File: src/rtl/ps2_pkg.sv
// Shared PS/2 constants, decoder state encodings and key-event layout.
// Key events are {ext, brk, code[7:0]}.
package ps2_pkg;

   localparam logic [7:0] PS2_EXT    = 8'hE0;
   localparam logic [7:0] PS2_BRK    = 8'hF0;
   localparam logic [7:0] PS2_PAUSE  = 8'hE1;
   localparam logic [7:0] PS2_BAT    = 8'hAA;
   localparam logic [7:0] PS2_ACK    = 8'hFA;
   localparam logic [7:0] PS2_NUL    = 8'h00;
   localparam logic [7:0] PS2_RESEND = 8'hFE;
   localparam logic [7:0] PS2_ERR    = 8'hFF;

   localparam int unsigned KEY_EXT = 9;
   localparam int unsigned KEY_BRK = 8;
   localparam int unsigned KEY_W   = 10;

   typedef logic [KEY_W-1:0] key_t;

   localparam logic [2:0] StIdle   = 3'd0;
   localparam logic [2:0] StExt    = 3'd1;
   localparam logic [2:0] StBrk    = 3'd2;
   localparam logic [2:0] StExtBrk = 3'd3;
   localparam logic [2:0] StPause  = 3'd4;

   function automatic key_t make_key(input logic ext, input logic brk, input logic [7:0] code);
      return {ext, brk, code};
   endfunction

endpackage

File: src/rtl/ps2_key_queue_if.sv
// Byte-input / CPU-drain bus of the PS/2 key queue.
// The slave modport is the queue itself.
interface ps2_key_queue_if
   import ps2_pkg::*;
#(
   parameter int unsigned DEPTH = 16
);
   localparam int unsigned AW = $clog2(DEPTH);

   logic [7:0] byte_in;
   logic       byte_valid;
   logic [1:0] cfg;
   logic       pop;
   logic       clr_ovf;
   key_t       key_out;
   logic       empty;
   logic       full;
   logic [AW:0] count;
   logic       overflow;
   key_t       last_key;

   modport master (
      output byte_in, byte_valid, cfg, pop, clr_ovf,
      input  key_out, empty, full, count, overflow, last_key
   );

   modport slave (
      input  byte_in, byte_valid, cfg, pop, clr_ovf,
      output key_out, empty, full, count, overflow, last_key
   );
endinterface

File: src/rtl/sync_fifo.sv
// Show-ahead synchronous FIFO; a push on a full FIFO is accepted only alongside a pop.
// Output reads 0 while empty.
module sync_fifo #(
   parameter int unsigned DEPTH = 16,
   parameter int unsigned WIDTH = 8,
   localparam int unsigned AW   = $clog2(DEPTH)
) (
   input  logic             clk,
   input  logic             rst_n,
   input  logic             push,
   input  logic             pop,
   input  logic [WIDTH-1:0] din,
   output logic [WIDTH-1:0] dout,
   output logic [AW:0]      count,
   output logic             full,
   output logic             empty
);
   logic [WIDTH-1:0] mem_q [DEPTH];
   logic [AW-1:0]    wr_ptr_q, rd_ptr_q;
   logic [AW:0]      count_q, count_d;
   logic             do_push, do_pop;

   assign empty   = (count_q == '0);
   assign full    = (count_q == (AW+1)'(DEPTH));
   assign do_pop  = pop && !empty;
   assign do_push = push && (!full || do_pop);
   assign dout    = empty ? '0 : mem_q[rd_ptr_q];
   assign count   = count_q;

   always_comb begin
      count_d = count_q;
      case ({do_push, do_pop})
         2'b10:   count_d = count_q + (AW+1)'(1);
         2'b01:   count_d = count_q - (AW+1)'(1);
         default: count_d = count_q;
      endcase
   end

   always_ff @(posedge clk or negedge rst_n) begin
      if (!rst_n) begin
         wr_ptr_q <= '0;
         rd_ptr_q <= '0;
         count_q  <= '0;
      end else begin
         if (do_push) wr_ptr_q <= wr_ptr_q + AW'(1);
         if (do_pop)  rd_ptr_q <= rd_ptr_q + AW'(1);
         count_q <= count_d;
      end
   end

   always_ff @(posedge clk) begin
      if (do_push) mem_q[wr_ptr_q] <= din;
   end
endmodule

File: src/rtl/ps2_key_queue.sv
// Decodes PS/2 scan-code bytes into {ext,brk,code} key events, filters
// releases/typematic repeats on request, and queues survivors for the CPU.
module ps2_key_queue
   import ps2_pkg::*;
#(
   parameter int unsigned DEPTH     = 16,
   parameter int unsigned PAUSE_LEN = 7,
   localparam int unsigned AW       = $clog2(DEPTH),
   localparam int unsigned PW       = $clog2(PAUSE_LEN + 1)
) (
   input logic            clk,
   input logic            RSTN,
   ps2_key_queue_if.slave bus
);
   logic [2:0]    state_q, state_d;
   logic [PW-1:0] pcnt_q, pcnt_d;
   logic          emit;
   key_t          ev;
   key_t          last_key_q, last_key_d;
   key_t          trk_q, trk_d;
   logic          trk_vld_q, trk_vld_d;
   logic          ovf_q, ovf_d;
   logic          is_brk, is_rep, push, fifo_full;
   logic [AW:0]   fifo_count;

   always_comb begin
      state_d = state_q;
      pcnt_d  = pcnt_q;
      emit    = 1'b0;
      ev      = '0;
      if (bus.byte_valid) begin
         case (state_q)
            StIdle: begin
               case (bus.byte_in)
                  PS2_EXT:   state_d = StExt;
                  PS2_BRK:   state_d = StBrk;
                  PS2_PAUSE: begin
                     state_d = StPause;
                     pcnt_d  = PW'(PAUSE_LEN);
                  end
                  PS2_NUL, PS2_BAT, PS2_ACK, PS2_RESEND, PS2_ERR: state_d = StIdle;
                  default: begin
                     emit = 1'b1;
                     ev   = make_key(1'b0, 1'b0, bus.byte_in);
                  end
               endcase
            end
            StExt: begin
               if (bus.byte_in == PS2_BRK) begin
                  state_d = StExtBrk;
               end else begin
                  state_d = StIdle;
                  if (bus.byte_in != PS2_EXT && bus.byte_in != PS2_PAUSE) begin
                     emit = 1'b1;
                     ev   = make_key(1'b1, 1'b0, bus.byte_in);
                  end
               end
            end
            StBrk: begin
               state_d = StIdle;
               emit    = 1'b1;
               ev      = make_key(1'b0, 1'b1, bus.byte_in);
            end
            StExtBrk: begin
               state_d = StIdle;
               emit    = 1'b1;
               ev      = make_key(1'b1, 1'b1, bus.byte_in);
            end
            StPause: begin
               pcnt_d = pcnt_q - PW'(1);
               if (pcnt_q <= PW'(1)) state_d = StIdle;
            end
            default: state_d = StIdle;
         endcase
      end
   end

   // Repeat tracker follows every decoded event, independent of cfg.
   always_comb begin
      is_brk     = ev[KEY_BRK];
      is_rep     = trk_vld_q && !is_brk && (ev == trk_q);
      push       = emit && !((bus.cfg[0] && is_brk) || (bus.cfg[1] && is_rep));
      last_key_d = emit ? ev : last_key_q;
      trk_d      = trk_q;
      trk_vld_d  = trk_vld_q;
      if (emit) begin
         if (!is_brk) begin
            trk_d     = ev;
            trk_vld_d = 1'b1;
         end else if (ev[KEY_EXT] == trk_q[KEY_EXT] && ev[7:0] == trk_q[7:0]) begin
            trk_vld_d = 1'b0;
         end
      end
      // A same-edge pop frees a slot, so that push is not an overflow; set beats clear.
      ovf_d = ovf_q;
      if (bus.clr_ovf) ovf_d = 1'b0;
      if (push && fifo_full && !bus.pop) ovf_d = 1'b1;
   end

   always_ff @(posedge clk or negedge RSTN) begin
      if (!RSTN) begin
         state_q    <= StIdle;
         pcnt_q     <= '0;
         last_key_q <= '0;
         trk_q      <= '0;
         trk_vld_q  <= 1'b0;
         ovf_q      <= 1'b0;
      end else begin
         state_q    <= state_d;
         pcnt_q     <= pcnt_d;
         last_key_q <= last_key_d;
         trk_q      <= trk_d;
         trk_vld_q  <= trk_vld_d;
         ovf_q      <= ovf_d;
      end
   end

   sync_fifo #(
      .DEPTH (DEPTH),
      .WIDTH (KEY_W)
   ) u_fifo (
      .clk   (clk),
      .rst_n (RSTN),
      .push  (push),
      .pop   (bus.pop),
      .din   (ev),
      .dout  (bus.key_out),
      .count (fifo_count),
      .full  (fifo_full),
      .empty (bus.empty)
   );

   assign bus.full     = fifo_full;
   assign bus.count    = fifo_count;
   assign bus.overflow = ovf_q;
   assign bus.last_key = last_key_q;
endmodule

File: src/flat_wrapper.sv
// flat-port wrapper written by rule: the top's interface ports become plain ports
module ps2_key_queue_flat import ps2_pkg::*;
#(
   parameter int unsigned DEPTH     = 16,
   parameter int unsigned PAUSE_LEN = 7,
   localparam int unsigned AW       = $clog2(DEPTH),
   localparam int unsigned PW       = $clog2(PAUSE_LEN + 1)
)
  (clk, RSTN, bus_byte_in, bus_byte_valid, bus_cfg, bus_pop, bus_clr_ovf, bus_key_out, bus_empty, bus_full, bus_count, bus_overflow, bus_last_key);
  ps2_key_queue_if #(.DEPTH(DEPTH)) bus_i ();
  input logic clk;
  input logic RSTN;
  input wire logic [$bits(bus_i.byte_in)-1:0] bus_byte_in;
  input wire logic [$bits(bus_i.byte_valid)-1:0] bus_byte_valid;
  input wire logic [$bits(bus_i.cfg)-1:0] bus_cfg;
  input wire logic [$bits(bus_i.pop)-1:0] bus_pop;
  input wire logic [$bits(bus_i.clr_ovf)-1:0] bus_clr_ovf;
  output wire logic [$bits(bus_i.key_out)-1:0] bus_key_out;
  output wire logic [$bits(bus_i.empty)-1:0] bus_empty;
  output wire logic [$bits(bus_i.full)-1:0] bus_full;
  output wire logic [$bits(bus_i.count)-1:0] bus_count;
  output wire logic [$bits(bus_i.overflow)-1:0] bus_overflow;
  output wire logic [$bits(bus_i.last_key)-1:0] bus_last_key;
  assign bus_i.byte_in = bus_byte_in;
  assign bus_i.byte_valid = bus_byte_valid;
  assign bus_i.cfg = bus_cfg;
  assign bus_i.pop = bus_pop;
  assign bus_i.clr_ovf = bus_clr_ovf;
  assign bus_key_out = bus_i.key_out;
  assign bus_empty = bus_i.empty;
  assign bus_full = bus_i.full;
  assign bus_count = bus_i.count;
  assign bus_overflow = bus_i.overflow;
  assign bus_last_key = bus_i.last_key;
  ps2_key_queue #(.DEPTH(DEPTH), .PAUSE_LEN(PAUSE_LEN)) u_core (.clk(clk), .RSTN(RSTN), .bus(bus_i));
endmodule
File: config.mk
export PLATFORM = sky130hd
export DESIGN_NAME = ps2_key_queue_flat
export DESIGN_NICKNAME = d
export VERILOG_FILES = /design/src/rtl/ps2_pkg.sv /design/src/rtl/ps2_key_queue_if.sv /design/src/rtl/sync_fifo.sv /design/src/rtl/ps2_key_queue.sv /design/src/flat_wrapper.sv
export SDC_FILE = /design/constraint.sdc
export NUM_CORES = 1
export LEC_CHECK = 0
export CORE_MARGIN = 3
export CORE_UTILIZATION = 40
export CTS_BUF_LIST = sky130_fd_sc_hd__clkbuf_8
export DETAILED_ROUTE_END_ITERATION = 8
export GPL_ROUTABILITY_DRIVEN = 0
export PLACE_DENSITY = 0.54
export SLEW_MARGIN = 20
export SYNTH_ARGS = -nofsm -noshare
export SYNTH_HDL_FRONTEND = slang
export SYNTH_HIERARCHICAL = 1
export SYNTH_SLANG_ARGS = --single-unit
export TNS_END_PERCENT = 20
File: constraint.sdc
create_clock -name clk -period 4.7 [get_ports clk]
set_clock_uncertainty 0.2 [all_clocks]
set_input_delay 0.94 -clock clk [delete_from_list [all_inputs] [get_ports clk]]
set_output_delay 0.94 -clock clk [all_outputs]
set_load 0.01 [all_outputs]
==> results_dict.tcl <==
set metrics [dict create \
    status "complete, no violations" \
    cts_made_buffers 17 \
    min_period_ps 4490 \
    die_w_um 152 \
    clock-sinks 200 \
    placed_cell_area_mm2 0.00970 \
    setup_viol 0 \
    insertedDiodeCount 0 \
    ant_nets 0 \
    path_clk_slew_ps 100 \
    core-area_mm2 0.0206 \
    dieArea_mm2 0.0232 \
    ys_ff_latch 200 \
    timing.fmax_ghz 0.223 \
    wl_um 18200 \
    areaGrowthSynthToFinish_pct 17.7 \
    cts_max_level 4 \
    post_cts_buffers 0 \
    port_buffers 42 \
    dp_cells 850 \
    worstSetupEndpointType "flop" \
    hpwl_um 12100 \
    async_reset_ff_share_pct 20.0 \
    antenna_found_initial 0 \
    drv_cap 0 \
    grt_first_pass_wirelength_um 28600 \
    synth_nets 532 \
    first_global_vias 4948 \
    period_share_pct 95.4 \
    synth_edf_count 160 \
    arrival_ps 4640 \
    cts_tree "done" \
    crit_required_ps 4860 \
    grt_max_degree 41 \
    synth_commonest_cells "160 x edfxtp_1, 40 x dfrtp_1, 40 x mux4_2, 21 x a21oi_1, 20 x inv_1" \
    start_kind "input pin" \
    drt-wirelength-per-cell_um 20.6 \
    synth.most_common_cell "edfxtp_1" \
    syn_area_mm2 0.00856 \
    drive_gt1_share_pct 27.5 \
    synth_area_leaders "edfxtp_1 56%, dfrtp_1 12%, mux4_2 11%" \
    ctsHoldBuffers 0 \
    netlist_instances 506 \
    grt_use_total_pct 16.1 \
    slew_headroom_pct 36.8 \
    synth_seq_area_share_pct 67.8 \
    hp-class "flop to flop" \
    p_per_area_mw_per_mm2 559 \
    cts_root_buf "clkbuf_8" \
    cts_buffer_depth 2 \
    rows 52 \
    grt-ovfl-total 0 \
    tightestPinTransition_ps 948 \
    stdcell_count 882 \
    fin_area_mm2 0.0101 \
    drcViolationCount 0 \
    synth_flop_cell "edfxtp_1" \
    io_pins 43 \
    num_vias 4799 \
    hold_viol 0 \
    worst-setup-path-type "input pin to flop" \
    synth_top_area_share_pct 56.1 \
    hold_depth 1 \
    crit_fanout 4 \
    yosys.area.top_type "edfxtp_1" \
    insertion_delay_ps 470 \
    via_per_inst 5.44 \
    rr_worst_depth 14 \
    fillers 1752 \
    ys_warn_count 6 \
    synth.distinct_cells 59 \
    drtIter0Drc 264 \
    avgSynthCellArea_um2 16.9 \
    firstDrtPassIters 4 \
    die_h_um 152 \
    leakage_nw 3.58 \
    ir_drop_mv 0.288 \
    final-max-slew-violation-count 0 \
    finalNetCount 625 \
    initial_core_util_pct 41.5 \
]
power breakdown:
part,switching [mW],total [mW],internal (mW),leakage (nW)
logic,0.991,2.13,1.13,1.47
clock network,0.598,1.02,0.420,0.173
registers,0.273,2.49,2.22,1.94
total,1.86,5.63,3.77,3.58
critical path: stages:
cell and delay [ps]:
clkdlybuf4s50_1 490, or4b_4 600, or2_4 270, nor3_4 150
a211oi_2 60, or4_4 430, a211oi_2 260, nor2b_1 110
nor2_2 200, ha_1 310, a21oi_1 210, a211oi_1 130
o21a_1 190, a211o_1 260
sequential cells by signal, indices dropped and copies added, names as in the netlist, 3 cells and up:
register                flops
u_core/state_q              3
u_core/u_fifo/rd_ptr_q      4
u_core/bus.last_key        10
u_core/trk_q                9
u_core/u_fifo/count         5
u_core/u_fifo/mem_q       160
u_core/pcnt_q               3
u_core/u_fifo/wr_ptr_q      4
final cells by class:
type	count	area, um2	share of cell area, %
clock buffers	17	234	2.32
clock inverters	15	130	1.29
inverters	20	75.1	0.745
multi-input cells	265	2620	26.0
flip-flops and latches	200	5810	57.6
well taps	270	338	3.35
repair buffers	95	876	8.69
repair_timing:
item	4_1_cts	5_1_grt
gates resized for setup	0	3
endpoints found under the setup margin	0	1
hold endpoints to repair	0	0
kinds of logic after synthesis:
kind of cell / count (synthesis) / synth area share, %
XOR/XNOR: 11 / 1.13
AO/OA/AOI/OAI: 78 / 6.27
multiplexers: 74 / 14.8
buffers and inverters: 41 / 2.09
AND/OR/NAND/NOR: 91 / 6.18
adder cells (fa/ha/maj): 11 / 1.70
flip-flops: 200 / 67.8
layer usage:
layer	track usage, %	share of wire, %	routed length (um)	vias up
li1	-	-	-	2179
met5	0	0	0	-
met4	4.88	1.4	254	0
met3	2.64	4.2	760	19
met2	26.4	50	9020	117
met1	22.3	45	8150	2484
metrics by stage:
step | worst slack (ps) | setup TNS [ps] | hold slack, ps | power, mW | utilization, %
2_1_floorplan | -18.4 | -737 | 274 | 3.76 | -
3_3_place_gp | -249 | -405 | 264 | 4.64 | 47.0
3_5_place_dp | -353 | -724 | 266 | 4.69 | 47.0
4_1_cts | 150 | 0 | 289 | 5.71 | 48.8
5_1_grt | -0.00488 | -0.00488 | 304 | 5.97 | 48.9
6_report | 214 | 0 | 284 | 5.63 | 48.9
placed cells by master (no fill, tap or decap), types with 3 or more instances in the layout:
| cell | n |
|---|---|
| nor4_1 | 3 |
| a21oi_1 | 21 |
| nor2_1 | 12 |
| and2_2 | 5 |
| nand3_1 | 8 |
| xnor2_1 | 8 |
| xor2_1 | 3 |
| buf_12 | 5 |
| nand2_1 | 13 |
| a21o_1 | 12 |
| mux2_1 | 5 |
| nor2b_1 | 6 |
| edfxtp_1 | 160 |
| nor2_2 | 3 |
| nor4_2 | 4 |
| and3_1 | 6 |
| nand2b_1 | 4 |
| o31ai_1 | 3 |
| buf_4 | 48 |
| dfrtp_1 | 38 |
| mux2_2 | 17 |
| clkinvlp_4 | 5 |
| inv_1 | 21 |
| o21ai_0 | 19 |
| a211oi_2 | 3 |
| nand4_1 | 3 |
| mux4_2 | 40 |
| mux2i_1 | 12 |
| clkbuf_8 | 17 |
| clkdlybuf4s50_1 | 41 |
| ha_1 | 10 |
| nor3_1 | 7 |
worst paths after layout:
kind | end | from | slack (ps)
min in group asynchronous | u_core/pcnt_q[2] | RSTN | 400
max in group asynchronous | u_core/u_fifo/rd_ptr_q[0] | RSTN | 3230
min reg2reg | u_core/bus.last_key[3] | u_core/bus.last_key[3] | 280
min | u_core/bus.last_key[3] | u_core/bus.last_key[3] | 280
max | u_core/u_fifo/count[4] | bus_byte_in[1] | 210
max reg2reg | u_core/u_fifo/count[4] | u_core/state_q[1] | 820
(Power assumes the default switching activity.)
